===== config.mk =====
export PLATFORM = sky130hd
export DESIGN_NAME = commit_unit
export DESIGN_NICKNAME = d
export VERILOG_FILES = /design/src/rtl/core_config_pkg.sv /design/src/rtl/commit_unit_rr_arbiter.sv /design/src/rtl/commit_unit.sv
export SDC_FILE = /design/constraint.sdc
export NUM_CORES = 1
export LEC_CHECK = 0
export ABC_AREA = 1
export CORE_MARGIN = 2
export CORE_UTILIZATION = 30
export DETAILED_ROUTE_END_ITERATION = 16
export PLACE_DENSITY = 0.8
export SYNTH_ARGS = -nofsm -noshare
export SYNTH_HDL_FRONTEND = slang
export SYNTH_SLANG_ARGS = --single-unit
export TNS_END_PERCENT = 30

===== constraint.sdc =====
create_clock -name clk -period 2.8 [get_ports clk]
set_input_delay 0.42 -clock clk [delete_from_list [all_inputs] [get_ports clk]]
set_output_delay 0.42 -clock clk [all_outputs]
set_load 0.005 [all_outputs]

===== src/rtl/core_config_pkg.sv =====
// Core-wide configuration shared by the execution and commit stages.
// Provides the data/register widths, the execution unit count, the unit-id
// width derived from it, and the commit-stage FSM state type.
package core_config_pkg;

  localparam int unsigned XLEN         = 32;
  localparam int unsigned REG_ADDR_W   = 5;
  localparam int unsigned N_EXEC_UNITS = 4;
  localparam int unsigned UNIT_ID_W    = $clog2(N_EXEC_UNITS);

  typedef enum logic {
    RUN  = 1'b0,
    HALT = 1'b1
  } commit_state_t;

endpackage


===== src/rtl/commit_unit_rr_arbiter.sv =====
// rr_arbiter: purely combinational arbiter with a priority override.
//   req_i     : N-bit request vector
//   prio_i    : N-bit priority vector; the lowest index with req & prio wins
//   ptr_i     : last granted index; otherwise the search starts at ptr_i+1
//               and wraps around
//   gnt_o     : one-hot grant
//   gnt_idx_o : index of the granted requester
//   gnt_any_o : a grant was made
module rr_arbiter #(
  parameter int unsigned N = 4
) (
  input  logic [N-1:0]         req_i,
  input  logic [N-1:0]         prio_i,
  input  logic [$clog2(N)-1:0] ptr_i,
  output logic [N-1:0]         gnt_o,
  output logic [$clog2(N)-1:0] gnt_idx_o,
  output logic                 gnt_any_o
);

  localparam int unsigned IDX_W = $clog2(N);

  logic             found;
  logic [IDX_W-1:0] idx;
  logic [IDX_W-1:0] cand;

  always_comb begin
    found = 1'b0;
    idx   = '0;
    cand  = '0;
    for (int unsigned i = 0; i < N; i++) begin
      if (!found && req_i[i] && prio_i[i]) begin
        idx   = IDX_W'(i);
        found = 1'b1;
      end
    end
    // N is a power of two, so the IDX_W-bit add wraps naturally; k == N
    // lands back on ptr_i itself as the last candidate.
    for (int unsigned k = 1; k <= N; k++) begin
      cand = ptr_i + IDX_W'(k);
      if (!found && req_i[cand]) begin
        idx   = cand;
        found = 1'b1;
      end
    end
  end

  always_comb begin
    gnt_o = '0;
    if (found) gnt_o[idx] = 1'b1;
  end

  assign gnt_idx_o = idx;
  assign gnt_any_o = found;

endmodule


===== src/rtl/commit_unit.sv =====
// commit_unit: collects completed results from N execution units, grants one
// per cycle, writes it to the register file, pulses u_clear to the granted
// unit, releases its destination in the scoreboard, and turns a unit error
// into a halting exception held until exc_ack.
//   clk, rst            : clock, synchronous active-high reset
//   u_res/u_rd          : packed per-unit result data / destination register
//   u_valid/u_error     : per-unit result present / result erroneous
//   u_req               : per-unit priority commit request
//   u_clear             : one-cycle release pulse to the granted unit
//   wb_ready            : register-file write port available
//   wb_en/wb_addr/wb_data : register-file write
//   rel_valid/rel_rd    : scoreboard release
//   exc_valid/exc_unit/exc_rd : pending exception (level), exc_ack clears it
module commit_unit #(
  parameter int unsigned N_UNITS    = core_config_pkg::N_EXEC_UNITS,
  parameter int unsigned XLEN       = core_config_pkg::XLEN,
  parameter int unsigned REG_ADDR_W = core_config_pkg::REG_ADDR_W
) (
  input  logic                          clk,
  input  logic                          rst,
  input  logic [N_UNITS*XLEN-1:0]       u_res,
  input  logic [N_UNITS*REG_ADDR_W-1:0] u_rd,
  input  logic [N_UNITS-1:0]            u_valid,
  input  logic [N_UNITS-1:0]            u_error,
  input  logic [N_UNITS-1:0]            u_req,
  output logic [N_UNITS-1:0]            u_clear,
  input  logic                          wb_ready,
  output logic                          wb_en,
  output logic [REG_ADDR_W-1:0]         wb_addr,
  output logic [XLEN-1:0]               wb_data,
  output logic                          rel_valid,
  output logic [REG_ADDR_W-1:0]         rel_rd,
  output logic                          exc_valid,
  output logic [$clog2(N_UNITS)-1:0]    exc_unit,
  output logic [REG_ADDR_W-1:0]         exc_rd,
  input  logic                          exc_ack
);

  import core_config_pkg::*;

  localparam int unsigned ID_W = $clog2(N_UNITS);

  commit_state_t       state_q;
  logic [ID_W-1:0]     rr_ptr_q;
  logic [N_UNITS-1:0]  pend_q;

  logic [XLEN-1:0]       res_a [N_UNITS];
  logic [REG_ADDR_W-1:0] rd_a  [N_UNITS];

  for (genvar i = 0; i < N_UNITS; i++) begin : g_unpack
    assign res_a[i] = u_res[i*XLEN +: XLEN];
    assign rd_a[i]  = u_rd[i*REG_ADDR_W +: REG_ADDR_W];
  end

  // An acknowledge seen while halted lets arbitration resume in that same
  // cycle rather than waiting for the state register to return to RUN.
  logic               can_grant;
  logic [N_UNITS-1:0] arb_req;
  logic [N_UNITS-1:0] gnt;
  logic [ID_W-1:0]    gnt_idx;
  logic               gnt_any;

  assign can_grant = wb_ready & ((state_q == RUN) | exc_ack);
  assign arb_req   = can_grant ? (u_valid & ~pend_q) : '0;

  rr_arbiter #(
    .N (N_UNITS)
  ) u_arb (
    .req_i     (arb_req),
    .prio_i    (u_req),
    .ptr_i     (rr_ptr_q),
    .gnt_o     (gnt),
    .gnt_idx_o (gnt_idx),
    .gnt_any_o (gnt_any)
  );

  logic [XLEN-1:0]       g_res;
  logic [REG_ADDR_W-1:0] g_rd;
  logic                  g_err;

  assign g_res = res_a[gnt_idx];
  assign g_rd  = rd_a[gnt_idx];
  assign g_err = u_error[gnt_idx];

  always_ff @(posedge clk) begin
    if (rst) begin
      state_q   <= RUN;
      rr_ptr_q  <= ID_W'(N_UNITS - 1);
      pend_q    <= '0;
      u_clear   <= '0;
      wb_en     <= 1'b0;
      wb_addr   <= '0;
      wb_data   <= '0;
      rel_valid <= 1'b0;
      rel_rd    <= '0;
      exc_valid <= 1'b0;
      exc_unit  <= '0;
      exc_rd    <= '0;
    end else begin
      wb_en     <= 1'b0;
      rel_valid <= 1'b0;
      u_clear   <= '0;
      // Masks the granted unit for exactly the cycle its clear is visible,
      // while its valid is still high.
      pend_q    <= gnt;

      if (state_q == HALT && exc_ack) begin
        state_q   <= RUN;
        exc_valid <= 1'b0;
      end

      if (gnt_any) begin
        rr_ptr_q  <= gnt_idx;
        u_clear   <= gnt;
        rel_valid <= 1'b1;
        rel_rd    <= g_rd;
        if (g_err) begin
          state_q   <= HALT;
          exc_valid <= 1'b1;
          exc_unit  <= gnt_idx;
          exc_rd    <= g_rd;
        end else if (g_rd != '0) begin
          wb_en   <= 1'b1;
          wb_addr <= g_rd;
          wb_data <= g_res;
        end
      end
    end
  end

endmodule

# == Word-level counts from Yosys, hierarchy flattened ==
# Index checks and enable logic that the tools add are counted.
# word_totals
ff_bits,63
inputBits,164
output_inout_bits,56
elab_cells,98
# classes
n_addsub,3
order_cmp,7
muxes,43
bitwise_logic,8
reduce_logical,25
# op_table
cell,n
$bmux W32 S2,1
$mux W32,2
$mux W1,23
$lt A2 B3 Y1 const B,5
$logic_and A1 B1 Y1,13
$mux W2,6
$bmux W1 S2,5
$bmux W5 S2,1
$mux W5,2
$mux W4,2
$logic_not A1 Y1,7
$reduce_bool A5 Y1,1
$add A2 B2 Y2 const B,2
$and A4 B4 Y4,1
$not A4 Y4,1
$ge A3 B3 Y1 const B,1
$not A1 Y1,3
$not A2 Y3,1
$reduce_and A3 Y1,1
$reduce_or A3 Y1,1
$add A2 B1 Y2 const B,1
$demux W1 S2,1
$ge A2 B1 Y1 const B,1
$reduce_and A2 Y1,1
other kinds (3),3

# == Depth between registers and ports, before layout ==
# Gate-level depths: netlist (run 1).
# logic_depth
word_depth,36
depth_mapped,21
ltp_nobuf,20

# == Hierarchy ==
# From an unflattened synthesis (run 1), not the netlist that was laid out.
# unflattened
cells_unflattened,656
area_unflattened_um2,4021.4
# modules_own_cells
mod,n_inst,cells_each,area_each_um2,seq_area_each_um2
commit_unit,1,560,3543.4,1261.2
rr_arbiter,1,96,478.0,0.0

# == Least setup slack after synthesis (run 1) ==
# OpenSTA, ideal clock, no wires.
# synth_path
path_kind,input-to-reg
start,input wb_ready
end,register wb_addr[0]
setup_ps,115
arrival_ps,2516
t_required_ps,2685
slack_ps,169
stages,20
path_buffers,4
cell_sequence,buf_4 > a21boi_2 > nand3_1 > nand2_1 > nor2_2 > nand3_1 > nand3_1 > nand2_2 > nand3_4 > buf_4 > nand2_1 > nand2_1 > nand2_1 > nand2_1 > nor2_1 > nand3_2 > buf_6 > buf_6 > a21oi_1 > nor2_1
# synth_between
elab_chain_cells,34
elab_cells_between_ends,52
cone_classes,mux: 29; bitwise: 3; reduce/logical: 20
# synth_rtl
element,line,source
start: declaration,commit_unit.sv:27,"input logic wb_ready,"
$and A1 B1 Y1 *,commit_unit.sv:63,assign can_grant = wb_ready & ((state_q == RUN) | exc_ack);
$mux W4 *,commit_unit.sv:64,assign arb_req = can_grant ? (u_valid & ~pend_q) : '0;
$logic_and A1 B1 Y1,commit_unit_rr_arbiter.sv:31,if (!found && req_i[i] && prio_i[i]) begin
$mux W1,commit_unit_rr_arbiter.sv:31,
$logic_not A1 Y1,commit_unit_rr_arbiter.sv:31,
$logic_and A1 B1 Y1 (2 in series),commit_unit_rr_arbiter.sv:31,
$mux W1,commit_unit_rr_arbiter.sv:31,
$logic_not A1 Y1,commit_unit_rr_arbiter.sv:31,
[... 16 more ...],--,
$logic_not A1 Y1,commit_unit_rr_arbiter.sv:40,if (!found && req_i[cand]) begin
$logic_and A1 B1 Y1,commit_unit_rr_arbiter.sv:40,
$mux W2,commit_unit_rr_arbiter.sv:40,
$not A2 Y3 (implied by the code),commit_unit.sv:82,assign g_rd = rd_a[gnt_idx];
$bmux W5 S2,commit_unit.sv:82,
$mux W5 (implied by the code) (2 in series),commit_unit.sv:82,
$reduce_bool A5 Y1,commit_unit.sv:122,end else if (g_rd != '0) begin
$reduce_and A3 Y1 (no source line),--,
end signal: assignment,commit_unit.sv:124,wb_addr <= g_rd;
end: declaration,commit_unit.sv:29,"output logic [REG_ADDR_W-1:0] wb_addr,"
# Every way passes the cells marked *; elsewhere a longest branch is shown, timed or not. The select of a mux whose other input is x is not followed.
# A chain may end at the register's enable or synchronous reset.

# == Final worst setup path (run 1) ==
# layout_path
start,register state_q
end,register wb_data[31]
# layout_between
elab_chain_cells,36
elab_cells_between_ends,57
cone_classes,mux: 32; bitwise: 5; reduce/logical: 20
# layout_rtl
element,line,source
start: declaration,commit_unit.sv:43,commit_state_t state_q;
start signal: assignment,commit_unit.sv:87,state_q <= RUN;
start signal: assignment,commit_unit.sv:108,state_q <= RUN;
start signal: assignment,commit_unit.sv:118,state_q <= HALT;
$not A1 Y1 *,commit_unit.sv:63,
$or A1 B1 Y1 *,commit_unit.sv:63,
$and A1 B1 Y1 *,commit_unit.sv:63,
$mux W4 *,commit_unit.sv:64,
$logic_and A1 B1 Y1,commit_unit_rr_arbiter.sv:31,
$mux W1,commit_unit_rr_arbiter.sv:31,
$logic_not A1 Y1,commit_unit_rr_arbiter.sv:31,
$logic_and A1 B1 Y1 (2 in series),commit_unit_rr_arbiter.sv:31,
[... 18 more ...],--,
$logic_not A1 Y1,commit_unit_rr_arbiter.sv:40,
$logic_and A1 B1 Y1,commit_unit_rr_arbiter.sv:40,
$mux W2,commit_unit_rr_arbiter.sv:40,
$not A2 Y3 (implied by the code),"commit_unit.sv:81, commit_unit.sv:82",
$bmux W5 S2,commit_unit.sv:82,
$mux W5 (implied by the code) (2 in series),commit_unit.sv:82,
$reduce_bool A5 Y1,commit_unit.sv:122,
$reduce_and A3 Y1 (no source line),--,
end signal: assignment,commit_unit.sv:125,wb_data <= g_res;
end: declaration,commit_unit.sv:30,"output logic [XLEN-1:0] wb_data,"
# Marks and branches as above.

==> results of run 1 <==
metal layers:
| layer | share of wire (%) | GRT usage [%] | vias to the layer above |
|---|---|---|---|
| met4 | 1.9 | 5.949 | 0 |
| met5 | 0 | 0 | - |
| met1 | 40 | 25.95 | 2420 |
| met3 | 5.7 | 4.603 | 30 |
| li1 | - | - | 2610 |
| met2 | 52 | 40.30 | 197 |
power groups by stage:
stage	Sequential, µW	Combinational, µW	Clock [µW]
2_1_floorplan	1470	4280	0
3_3_place_gp	1470	6970	0
3_5_place_dp	1470	7070	0
4_1_cts	1470	8580	1190
5_1_grt	1540	10800	1220
6_report	1500	9910	1170
synth_stat cells (4+ instances only):
cell type | number | area share [%]
o21ai_1 | 4 | 0.52
dfxtp_1 | 63 | 33
a21oi_1 | 46 | 5.9
inv_2 | 6 | 0.58
nand2_2 | 5 | 0.81
clkbuf_1 | 15 | 1.5
nor2_1 | 84 | 8.1
o211ai_1 | 5 | 0.97
o21ai_0 | 6 | 0.77
buf_4 | 4 | 0.77
nand4_1 | 11 | 1.8
nand2_1 | 203 | 20
inv_1 | 53 | 5.1
buf_2 | 12 | 1.5
nand3_1 | 58 | 7.5
a211oi_1 | 32 | 6.2
buf_1 | 4 | 0.39
layout make-up:
type / count / area share [%]
Sequential cell: 63 / 16.11
Clock inverter: 4 / 0.6667
Inverter: 59 / 2.905
Tap cell: 172 / 2.730
Multi-Input combinational cell: 471 / 33.35
Timing Repair Buffer: 312 / 40.86
Clock buffer: 12 / 3.381
worst min-delay path: stages:
cell and delay [ns]:
clkbuf_2 0.09, nand2_1 0.05, nand2_1 0.05, a21oi_1 0.05
timing repair:
item / CTS / global route
endpoints found under the setup margin: 45 / 47
pin swaps: 17 / 61
gates resized for setup: 39 / 104
buffers inserted: 13 / 18
gates cloned: 5 / 5
logic make-up after synthesis:
kind of cell	share of synthesized area, %
compound gates	15.27
xor+xnor	0.4199
buf+inv	10.46
flops	32.55
simple gates	41.30
flip-flops by register name (all words and copies together), names as in the netlist:
name and count:
u_clear 4, state_q 1, rel_rd 5, pend_q 4, exc_unit 2, wb_en 1
rr_ptr_q 2, wb_addr 5, exc_rd 5, exc_valid 1, rel_valid 1, wb_data 32
worst paths after layout:
check        cells after the start  slack, ns                  endpoint            startpoint
max                             20       0.02  wb_data[31]$_SDFFE_PP0P_    state_q$_SDFF_PP0_
min                              4       0.40      exc_valid$_SDFF_PP0_               exc_ack
min reg2reg                      2       0.46      exc_valid$_SDFF_PP0_  exc_valid$_SDFF_PP0_
max reg2reg                     20       0.02  wb_data[31]$_SDFFE_PP0P_    state_q$_SDFF_PP0_
stage by stage:
stage	setup WS [ns]	setup TNS, ns	std cells
after global placement	-0.4062	-16.97	1038
after CTS	-0.05422	-1.229	1072
after floorplan	0.1689	0	630
after global routing	-0.1480	-3.917	1093
after detailed placement	-0.5005	-20.73	1038
final	0.01676	0	1093
==> impl_results.md, run 1 <==
- Most frequent cells in the layout: clkdlybuf4s50_1 (212), nand2_1 (179), nor2_1 (76)
- Leakage power: 0.003625 µW
- Most frequent CP cell: nand2_2
- Number of global-route vias before repair: 5022
- Commonest non-fill, non-tap cell in the layout: clkdlybuf4s50_1
- PortBufs: 219
- Io pins: 220
- Slew Limit Fails: 0
- Synthesized Nets: 794
- Sequential element share of the synthesized area: 32.55%
- F_max: 0.3593 GHz
- CP startpoint kind: flop
- Area of the multi-input gates: 2629 µm²
- Total area of sequential cells: 1270 µm²
- Crit-path leading delay family: simple AND/OR/NAND/NOR gates
- Final critical-path required period: 2.783 ns
- Core Region: 12620 µm²
- Clk_lat worst skew: 0.32 ns
- Final Cycle Share: 99.40%
- Critical path's slowest cell: dfxtp_4
- DRT iter0 DRCs: 284
- Dpl hpwl: 11170 µm
- Fillcell total: 1122
- Worst path arrival time: 2.99 ns
- Hold Path Class: in2reg
- DRT Wirelength: 17000 µm
- Final Hold Fails: 0
- CP Data Required Time: 3.01 ns
- ANT cells: 0
- Post-Syn Area: 3875 µm²
- Number of synthesized flops with an enable pin: 0
- RSZ-0062 raised after global routing: yes
- GR Util All Layers: 22.05%
- Area Overhead vs Synth: 103.4%
- Initial antenna violation count: 0
- Slew HR: 63.99%
- Root Driver: clkbuf_16
- First-pass GRT wire length: 24890 µm
- CTS tree: built
- Final Total Pwr: 12580 µW
- Post-synth top flop: dfxtp_1
- Die Height: 117.7 µm
- Max stage delay on crit path: 0.36 ns
- Layout cells sized above 1: 24.00%
- Clock buffer count from CTS: 9
- Sw frac: 44.95%
- Status: complete, no violations
- # rows: 41
- Net Sw Power: 5655 µW
- Pwr dens: 1596 nW/µm²
- Final setup vio count: 0
- Via Count: 5257
- Layout Nets: 1080
- Clock tree buffer depth: 2
- Antenna Nets Post-Route: 0
- Cell-internal power: 6926 µW
- Cells after Synth: 630
- Placed cell area: 6576 µm²
- H-tree levels: 3
- Comb pwr share: 78.8%
- Design Area, Final: 7883 µm²
- Core Util, Final: 62.46%
- Sequential share of power: 12.0%
- Routed wire per std cell: 15.56 µm
- Synth unique cells: 28
- CP Max Fanout: 8
- Gr ovfl total: 0
- Vias per inst: 4.810
- DR DRC count: 0
- Synth async-reset ratio: 0%
- DIE AREA: 13840 µm²
- Crit-path cells: a21boi_4, nand3_2, nand2_2, nor2_4, buf_6, nand3_2, nand3_2, nand2_2, nand3_4, buf_6, nand2_2, nand2_2, nand2_2, nand2_2, nor2_4, nand3_4, buf_12, clkbuf_16, a21oi_1, nor2_1
- Seq cells post-synth: 63
- Num Clock Sinks: 63
- Setup CP Type: reg2reg
- Syn. warnings: 0
- Reg clk slew, reported paths: 0.05 ns
- Starting Density: 30.71%
- Max VDD drop: 0.7676 mV
- Die width: 117.7 µm
- Clock skew: 0.002746 ns
- CTS Hold Bufs: 0
- Pre-antenna DRT Iters: 6
- Max_cap viols: 0
- Worst-Margin Slew: 0.5402 ns
- Gpl congestion: 0.9079
- Hold_ws: 0.4022 ns
- Element type at the critical path end: flop
- Critical path buffers and inverters: 4
- Clock power share: 9.3%
- Mean post-synth cell area: 6.151 µm²
- Largest net degree at the start of global routing: 48
Power figures use the tool's default switching activity.
==> run 2: changes to the inputs <==
--- a/config.mk
+++ b/config.mk
@@ -6,10 +6,12 @@
 export NUM_CORES = 1
 export LEC_CHECK = 0
 export ABC_AREA = 1
+export CAP_MARGIN = 20
 export CORE_MARGIN = 2
 export CORE_UTILIZATION = 30
 export DETAILED_ROUTE_END_ITERATION = 16
-export PLACE_DENSITY = 0.8
+export PLACE_DENSITY = 0.68
+export SKIP_LAST_GASP = 1
 export SYNTH_ARGS = -nofsm -noshare
 export SYNTH_HDL_FRONTEND = slang
 export SYNTH_SLANG_ARGS = --single-unit
==> impl_results.md, run 2 (same netlist as run 1, synthesis figures left out) <==
- Root Driver: clkbuf_16
- Slew HR: 65.09%
- Pwr dens: 1589 nW/µm²
- H-tree levels: 3
- RR Startpoint: state_q$_SDFF_PP0_
- Slew Limit Fails: 0
- Hold Path Class: reg2reg
- Worst path arrival time: 2.98 ns
- Gr ovfl total: 0
- CP Data Required Time: 3.01 ns
- DRT iter0 DRCs: 226
- DP Cell Count: 1047
- Clock tree buffer depth: 2
- Clk_lat worst skew: 0.32 ns
- Area of the multi-input gates: 2615 µm²
- Total area of sequential cells: 1269 µm²
- Setup CP Type: in2reg
- Via Count: 5091
- Io pins: 220
- DRT Wirelength: 16640 µm
- Die width: 117.7 µm
- Final Cycle Share: 98.82%
- Leakage power: 0.003624 µW
- Element type at the critical path end: flop
- PortBufs: 219
- Layout cells sized above 1: 23.39%
- Worst-Margin Slew: 0.5236 ns
- Clock buffer count from CTS: 9
- Largest net degree at the start of global routing: 48
- Routed wire length on met3: 912 µm
- Max reg flops: 32
- Area Overhead vs Synth: 103.8%
- Clock skew: 0.005461 ns
- Gpl congestion: 0.9056
- Dpl hpwl: 11670 µm
- Layout Nets: 1080
- CP startpoint kind: input port
- Pre-antenna DRT Iters: 4
- Reg2reg path depth: 20
- Starting Density: 30.71%
- Uppermost routed layer: met4
- CTS Hold Bufs: 0
- Number of global-route vias before repair: 4757
- ANT cells: 0
- DR WL met2: 8358 µm
- Min-delay src: wb_addr[3]$_SDFFE_PP0P_
- CP Max Fanout: 9
- RSZ-0062 raised after global routing: yes
- Most frequent cells in the layout: clkdlybuf4s50_1 (213), nand2_1 (184), nor2_1 (76)
- Final setup vio count: 0
- F_max: 0.3614 GHz
- Initial antenna violation count: 0
- CTS tree: built
- Num Clock Sinks: 63
- Max_cap viols: 0
- DR DRC count: 0
- Routed wire per std cell: 15.26 µm
- Die Height: 117.7 µm
- Vias per inst: 4.666
- # rows: 41
- First-pass GRT wire length: 24870 µm
- Hold Crit Depth: 2
- Wire length on met1: 7077 µm
- Core Region: 12620 µm²
- Commonest non-fill, non-tap cell in the layout: clkdlybuf4s50_1
- Final critical-path required period: 2.767 ns
- Post-route non-filler standard cell count: 1091
- Reg clk slew, reported paths: 0.05 ns
- Max VDD drop: 0.6299 mV
- Critical Path Start: u_req[1]
- GR Util All Layers: 22.45%
- Biggest register: wb_data
- Fillcell total: 1166
- Antenna Nets Post-Route: 0
- Status: complete, no violations
- Final Hold Fails: 0
- Final setup TNS: 0 ns
- DIE AREA: 13840 µm²
## run 2: layer usage
metal / vias up / track usage [%]
li1: 2614 / -
met1: 2309 / 28.26
met2: 149 / 38.55
met3: 19 / 4.700
met4: 0 / 6.551
met5: - / 0
## run 2: metrics by stage
| step | hold slack (ns) | util (%) | total power (µW) | cell area [µm²] | setup slack, ns |
|---|---|---|---|---|---|
| finish | 0.4714 | 62.57 | 12550 | 7896 | 0.03310 |
| detailed placement | 0.4536 | 52.91 | 8821 | 6676 | -0.5927 |
| floorplan | 0.4498 | - | 5749 | 3875 | 0.1689 |
| global route | 0.4805 | 62.57 | 13510 | 7896 | -0.09166 |
| CTS | 0.4654 | 58.68 | 11220 | 7405 | -0.05198 |
| global placement | 0.4489 | 52.91 | 8791 | 6676 | -0.6477 |
## run 2: area by class of cell
cell class,instances,area share (%)
inverters,59,2.900
clock inverters,5,0.9507
well taps,172,2.725
repair buffers,312,41.39
clock buffers,9,2.852
multi-input cells,471,33.12
flip-flops and latches,63,16.07
## run 2: repair_timing
item | 4_1_cts | 5_1_grt
endpoints found under the hold margin | 0 | 0
pin swaps | 28 | 32
buffers inserted | 15 | 5
cloned | 3 | 8
endpoints found under the setup margin | 47 | 47
resized for setup | 58 | 81
## run 2: final timing paths
path	end	slack [ns]
max	wb_data[28]$_SDFFE_PP0P_	0.03
min	wb_addr[3]$_SDFFE_PP0P_	0.47
max reg2reg	wb_data[28]$_SDFFE_PP0P_	0.05
min reg2reg	wb_addr[3]$_SDFFE_PP0P_	0.47
## run 2: power by group
group / switching, µW / leakage (µW) / internal (µW)
combinational: 4930 / 0.00295 / 4960
sequential: 224 / 0.000522 / 1290
clock: 385 / 0.000151 / 763
total: 5540 / 0.00362 / 7010
## run 2: worst max-delay path, cell delays in order
cell and delay, ns:
clkdlybuf4s50_1 0.40, nand4_1 0.13, nand2_2 0.09, nor2_4 0.17, nand2_2 0.10, nor2_4 0.15
nand4_4 0.12, nand3_4 0.20, clkbuf_16 0.18, inv_4 0.03, nand2_2 0.03, nand2_1 0.04
nand2_1 0.07, nand2_2 0.08, nor2_4 0.13, nand3_4 0.11, buf_12 0.17, clkbuf_16 0.17
a21oi_1 0.12, nor2_1 0.06
